==> src/rtl/sales_pkg.sv <==
// Shared types and helpers for the sales statistics scheduler.
package sales_pkg;
  localparam int N_REQ_DEF = 4;
  localparam int W_DEF     = 32;

  typedef enum logic [1:0] {IDLE, ACCUM, DIV, DONE} state_t;

  function automatic int rr_next(input int idx, input int n);
    return (idx + 1 >= n) ? 0 : idx + 1;
  endfunction
endpackage

==> src/rtl/sales_div.sv <==
// W-bit restoring divider: one quotient bit per cycle, done pulses on the W-th step.
// quotient is the final value while done is high.
module sales_div import sales_pkg::*; #(
  parameter int W = W_DEF
) (
  input  logic         clk,
  input  logic         rst,
  input  logic         start,
  input  logic [W-1:0] dividend,
  input  logic [W-1:0] divisor,
  output logic [W-1:0] quotient,
  output logic         done
);
  localparam int CW = $clog2(W + 1);

  logic [W-1:0]  r_rem, r_q, r_d;
  logic [CW-1:0] r_cnt;
  logic [W:0]    w_rem_sh, w_diff;
  logic          w_ge;
  logic [W-1:0]  w_q_nx;

  // A non-negative trial difference means the divisor fits this bit.
  always_comb begin
    w_rem_sh = {r_rem, r_q[W-1]};
    w_diff   = w_rem_sh - {1'b0, r_d};
    w_ge     = ~w_diff[W];
    w_q_nx   = {r_q[W-2:0], w_ge};
  end

  always_ff @(posedge clk) begin
    if (rst) begin
      r_rem <= '0;
      r_q   <= '0;
      r_d   <= '0;
      r_cnt <= '0;
    end else if (start) begin
      r_rem <= '0;
      r_q   <= dividend;
      r_d   <= divisor;
      r_cnt <= CW'(W);
    end else if (r_cnt != '0) begin
      r_rem <= w_ge ? w_diff[W-1:0] : w_rem_sh[W-1:0];
      r_q   <= w_q_nx;
      r_cnt <= r_cnt - CW'(1);
    end
  end

  assign quotient = w_q_nx;
  assign done     = (r_cnt == CW'(1));
endmodule

==> src/rtl/sales_sched.sv <==
// Round-robin scheduler feeding one shared totals/average datapath.
// Optional SALES_SCHED_SATURATE_EN: saturating arithmetic with sticky ovf.
module sales_sched import sales_pkg::*; #(
  parameter int N_REQ = N_REQ_DEF,
  parameter int W     = W_DEF
) (
  input  logic               clk,
  input  logic               rst,
  input  logic [N_REQ-1:0]   req_valid,
  input  logic [N_REQ*W-1:0] req_price,
  input  logic [N_REQ*W-1:0] req_num,
  output logic [N_REQ-1:0]   req_ready,
  output logic [W-1:0]       avg,
  output logic               avg_valid,
  output logic [W-1:0]       total_num,
  output logic [W-1:0]       total_amount,
  output logic               busy,
  output logic               ovf
);
  localparam int IW = $clog2(N_REQ);

  state_t       r_state, w_next;
  logic [IW-1:0] r_last, w_gnt, w_scan;
  logic          w_found, w_hs;
  logic [W-1:0]  r_price, r_num, r_tot_num, r_tot_amt, r_avg;
  logic          r_avg_valid;
  logic [W-1:0]  w_amt, w_new_num, w_new_amt, w_quot;
  logic          w_div_start, w_div_done;

  // Scan starts one past the last grant so every port gets its turn.
  always_comb begin
    w_found = 1'b0;
    w_gnt   = r_last;
    w_scan  = r_last;
    for (int k = 0; k < N_REQ; k++) begin
      w_scan = IW'(rr_next(int'(w_scan), N_REQ));
      if (!w_found && req_valid[w_scan]) begin
        w_found = 1'b1;
        w_gnt   = w_scan;
      end
    end
  end

  assign w_hs = (r_state == IDLE) && w_found && !rst;

  always_comb begin
    req_ready = '0;
    if (w_hs) req_ready[w_gnt] = 1'b1;
  end

`ifdef SALES_SCHED_SATURATE_EN
  logic [2*W-1:0] w_prod;
  logic [W:0]     w_sum_num, w_sum_amt;
  logic           w_sat, r_ovf;

  always_comb begin
    w_prod    = (2*W)'(r_price) * (2*W)'(r_num);
    w_amt     = (|w_prod[2*W-1:W]) ? '1 : w_prod[W-1:0];
    w_sum_num = {1'b0, r_tot_num} + {1'b0, r_num};
    w_sum_amt = {1'b0, r_tot_amt} + {1'b0, w_amt};
    w_new_num = w_sum_num[W] ? '1 : w_sum_num[W-1:0];
    w_new_amt = w_sum_amt[W] ? '1 : w_sum_amt[W-1:0];
    w_sat     = (|w_prod[2*W-1:W]) | w_sum_num[W] | w_sum_amt[W];
  end

  always_ff @(posedge clk) begin
    if (rst)                              r_ovf <= 1'b0;
    else if (r_state == ACCUM && w_sat)   r_ovf <= 1'b1;
  end
  assign ovf = r_ovf;
`else
  always_comb begin
    w_amt     = r_price * r_num;
    w_new_num = r_tot_num + r_num;
    w_new_amt = r_tot_amt + w_amt;
  end
  assign ovf = 1'b0;
`endif

  assign w_div_start = (r_state == ACCUM) && (w_new_num != '0);

  sales_div #(.W(W)) u_div (
    .clk      (clk),
    .rst      (rst),
    .start    (w_div_start),
    .dividend (w_new_amt),
    .divisor  (w_new_num),
    .quotient (w_quot),
    .done     (w_div_done)
  );

  always_comb begin
    w_next = r_state;
    case (r_state)
      IDLE:    if (w_hs) w_next = ACCUM;
      ACCUM:   w_next = (w_new_num == '0) ? DONE : DIV;
      DIV:     if (w_div_done) w_next = DONE;
      DONE:    w_next = IDLE;
      default: w_next = IDLE;
    endcase
  end

  always_ff @(posedge clk) begin
    if (rst) begin
      r_state     <= IDLE;
      r_last      <= IW'(N_REQ - 1);
      r_price     <= '0;
      r_num       <= '0;
      r_tot_num   <= '0;
      r_tot_amt   <= '0;
      r_avg       <= '0;
      r_avg_valid <= 1'b0;
    end else begin
      r_state     <= w_next;
      r_avg_valid <= (w_next == DONE);
      if (w_hs) begin
        r_price <= req_price[w_gnt*W +: W];
        r_num   <= req_num[w_gnt*W +: W];
        r_last  <= w_gnt;
      end
      if (r_state == ACCUM) begin
        r_tot_num <= w_new_num;
        r_tot_amt <= w_new_amt;
        if (w_new_num == '0) r_avg <= '0;
      end
      if (r_state == DIV && w_div_done) r_avg <= w_quot;
    end
  end

  assign avg          = r_avg;
  assign avg_valid    = r_avg_valid;
  assign total_num    = r_tot_num;
  assign total_amount = r_tot_amt;
  assign busy         = (r_state != IDLE);
endmodule

==> config.mk <==
export PLATFORM = sky130hd
export DESIGN_NAME = sales_sched
export DESIGN_NICKNAME = d
export VERILOG_FILES = /design/src/rtl/sales_pkg.sv /design/src/rtl/sales_div.sv /design/src/rtl/sales_sched.sv
export SDC_FILE = /design/constraint.sdc
export NUM_CORES = 2
export LEC_CHECK = 0
export CAP_MARGIN = 10
export CORE_MARGIN = 4
export CORE_UTILIZATION = 55
export CTS_CLUSTER_SIZE = 16
export DETAILED_ROUTE_END_ITERATION = 16
export MAX_ROUTING_LAYER = met4
export PLACE_DENSITY_LB_ADDON = 0.05
export SYNTH_ARGS = -nofsm -noshare
export SYNTH_HDL_FRONTEND = slang
export SYNTH_SLANG_ARGS = --single-unit
==> constraint.sdc <==
create_clock -name clk -period 18.61 [get_ports clk]
set_clock_uncertainty 0.2 [all_clocks]
set_input_delay 1.861 -clock clk [delete_from_list [all_inputs] [get_ports clk]]
set_output_delay 1.861 -clock clk [all_outputs]
set_load 0.02 [all_outputs]
==> summary.md <==
| Metric | Value |
|---|---|
| Outcome | complete, no violations |
| Number of cell rows | 87 |
| Mapped Area | 31,620 um^2 |
| Synth cell types | 74 |
| 1st-iter DRT viols | 2,163 |
| Crit share post-route | 46.28% |
| CORE AREA | 56,600 um^2 |
| Port Buf Inserts | 363 |
| Clock sinks | 267 |
| Most used cell, CP | fa_1 |
| Final HPWL DP | 83.94 mm |
| Post-route minimum period | 8613 ps |
| Fin nets | 4,776 |
| Yosys warnings | 0 |
| Die span in y | 247.8 um |
| Async set or reset register ratio after synthesis | 0% |
| Main synth FF type | dfxtp_1 |
| Maximum clock rate | 116.1 MHz |
| Hold Path Class | reg -> reg |
| Syn Nets | 4,533 |
| Remaining Overflow, GRT | 0 |
| Global-route wire length before repair | 162.7 mm |
| Reg clk slew, reported paths | 60 ps |
| Final Hold Fails | 0 |
| CP peak stage delay | 1090 ps |
| Vias | 27,050 |
| Worst slew margin | 19.45% |
| Largest net degree at the start of global routing | 88 |
| Initial Utilization | 55.86% |
| Syn Inst Count | 3,637 |
| Root Buffer | clkbuf_16 |
| Layout cells sized above 1 | 4.919% |
| IO Count | 365 |
| CP Launch Type | register |
| Max-cap viol count | 0 |
| Highest-delay cell along the critical path | dfxtp_1 |
| # DRC | 0 |
| Kind of cell adding the most delay to the critical path | adder cells |
| Worst reg2reg setup slack | 10000 ps |
| Worst Max-Slew Pin Slew | 1207 ps |
| Final ANT Viol Nets | 0 |
| CP Buf/Inv Count | 6 |
| GRT Overall Usage | 35.61% |
| Number of synthesized flops with an enable pin | 0 |
| Unrepaired setup endpoints after global routing | no |
| Initial antenna violation count | 3 |
| Synthesis-to-finish area growth | 17.04% |
| Wire per inst | 22.83 um |
| Vias in the first global route | 28,100 |
| CTS buffer count | 35 |
| Share of the yosys chip area belonging to registers | 16.91% |
| FF+latch count, synth | 267 |
| Die Wd | 247.8 um |
| DR vias/cell | 5.799 |
| Synthesized area per cell | 8.693 um^2 |
| GP Congestion | 0.9726 |
| DIE AREA | 61,390 um^2 |
| Crit path required time | 18,870 ps |
| Critical Setup Path Class | reg -> reg |
| Critical path arrival | 8870 ps |
| Clock latency on the worst-skew pair | 570 ps |
| Final wirelength | 106.5 mm |
| Hold buffers post-CTS | 0 |
| H-tree depth | 2 |
| Final Max Slew Viols | 0 |
| CTS tree | yes |
| Bufs on Longest Clock Path | 3 |
| Final setup viols | 0 |
| Max FO, Critical Path | 31 |
| Fillers | 4,796 |
| Crit end category | register |
| Setup_tns | 0 ps |
| # Post-CTS Setup Buffers | 0 |
| CTS resizes | 0 |
| First-pass DRT Iterations | 9 |
==> stage by stage <==
step           area (um^2)  instances  hold WS [ps]  util (%)  setup slack, ps
2_1_floorplan        31620       3637         231.9         -            11070
3_3_place_gp         35840       4599         249.1     63.32            10200
3_5_place_dp         35840       4599         249.2     63.32            10040
4_1_cts              36990       4659         261.4     65.35            10040
5_1_grt              37000       4661         287.4     65.36             9553
6_report             37010       4665         261.0     65.38             9997
==> area by class of cell <==
type                       count  area, um^2  area share, %
clock inverter                17       205.2         0.5545
antenna                        6       15.01        0.04057
tap                          756       945.9          2.556
sequential                   267        5345          14.44
clock buffer                  43       945.9          2.556
timing repair buffer         418        4044          10.93
multi-input combinational   2604       23430          63.30
inverter                     554        2079          5.619
==> flip-flops by register name (all words and copies together), names as in the netlist <==
register      count
r_price          32
u_div.r_d        32
u_div.r_q        32
u_div.r_rem      32
r_last            2
total_num        32
total_amount     32
avg_valid         1
r_state           2
avg              32
u_div.r_cnt       6
r_num            32
==> path summary, 6_finish.rpt <==
check	startpoint	to	depth (start not counted)
min reg2reg	u_div.r_d[28]	u_div.r_d[28]	2
min	u_div.r_d[28]	u_div.r_d[28]	2
max reg2reg	r_num[3]	u_div.r_q[30]	27
max	r_num[3]	u_div.r_q[30]	27
==> placed cells by master, fill, tap and decap left out, drive strengths merged, types with 25 or more instances in the layout <==
master | synthesis | layout
nor3 | 25 | 25
a21o | 38 | 38
clkdlybuf4s50 | 0 | 362
nand2 | 409 | 409
mux2i | 115 | 115
a311oi | 37 | 37
xnor2 | 103 | 103
a21oi | 105 | 105
clkbuf | 180 | 43
nor2 | 271 | 271
ha | 194 | 194
a222oi | 32 | 32
inv | 554 | 557
a22o | 51 | 51
fa | 440 | 440
buf | 32 | 56
xor2 | 41 | 41
dfxtp | 267 | 267
a211oi | 37 | 37
mux2 | 53 | 53
o211ai | 25 | 25
and2 | 322 | 322
o21ai | 96 | 96
==> metal layers <==
layer  global-route usage, %  vias up  routed length [um]
li1                        -    12160                   -
met1                   44.28    13520               42580
met2                   58.26     1088               51830
met3                   5.964      285                7223
met4                   14.20        0                4860
met5                       -        -                   0
==> cells in the mapped netlist, drive strengths merged, types with 9 or more instances <==
cell,instances,area [um^2]
a311oi,37,336.6
nor3,25,125.1
o21bai,12,90.09
fa,440,8808
nor2,271,1017
ha,194,2427
nor2b,14,87.58
a222oi,32,320.3
a221o,16,160.2
xor2,41,359.1
a21o,38,285.3
o21ai,96,491.7
nand2b,19,118.9
clkbuf,180,675.7
and2,322,2014
mux2i,115,1151
nand3,13,65.06
mux2,53,596.8
a22o,51,446.7
nand2,409,1535
buf,32,153.9
a21oi,105,525.5
inv,554,2079
a211oi,37,277.8
o21a,12,90.09
o211ai,25,187.7
nand4,13,81.33
xnor2,103,902.1
or2,9,56.31
dfxtp,267,5345
==> cells by family (layout without fill, tap and decap cells) <==
group	Yosys count	in the layout	share of synthesized area (%)
xor gates and xnor gates	144	144	3.989
muxes	168	168	5.528
adders and majority gates	634	634	35.54
and+or+nand+nor	1132	1132	16.97
DFF	267	267	16.91
buffers and inverters	766	1032	9.201
AOI/OAI and AO/OA	525	525	11.85
other	1	7	0.01186
==> worst register-to-register path: stages, from the launching register on <==
cell and delay (ps):
dfxtp_1 1090, and2_1 290, fa_1 440, fa_1 460
fa_1 490, inv_1 60, fa_1 530, inv_1 50
fa_1 500, inv_1 60, fa_1 540, inv_1 50
fa_1 480, inv_1 50, fa_1 470, inv_1 40
ha_1 330, a21o_1 200, a21o_1 170, a21oi_1 230
o21ai_0 170, a21o_1 250, or3_1 350, o22ai_1 300
o21ai_0 170, xor2_1 210, nor2_1 60, a311oi_1 280
Power is not shown: default switching activity piles up to over one toggle a cycle in this logic, so the estimate is an artifact.
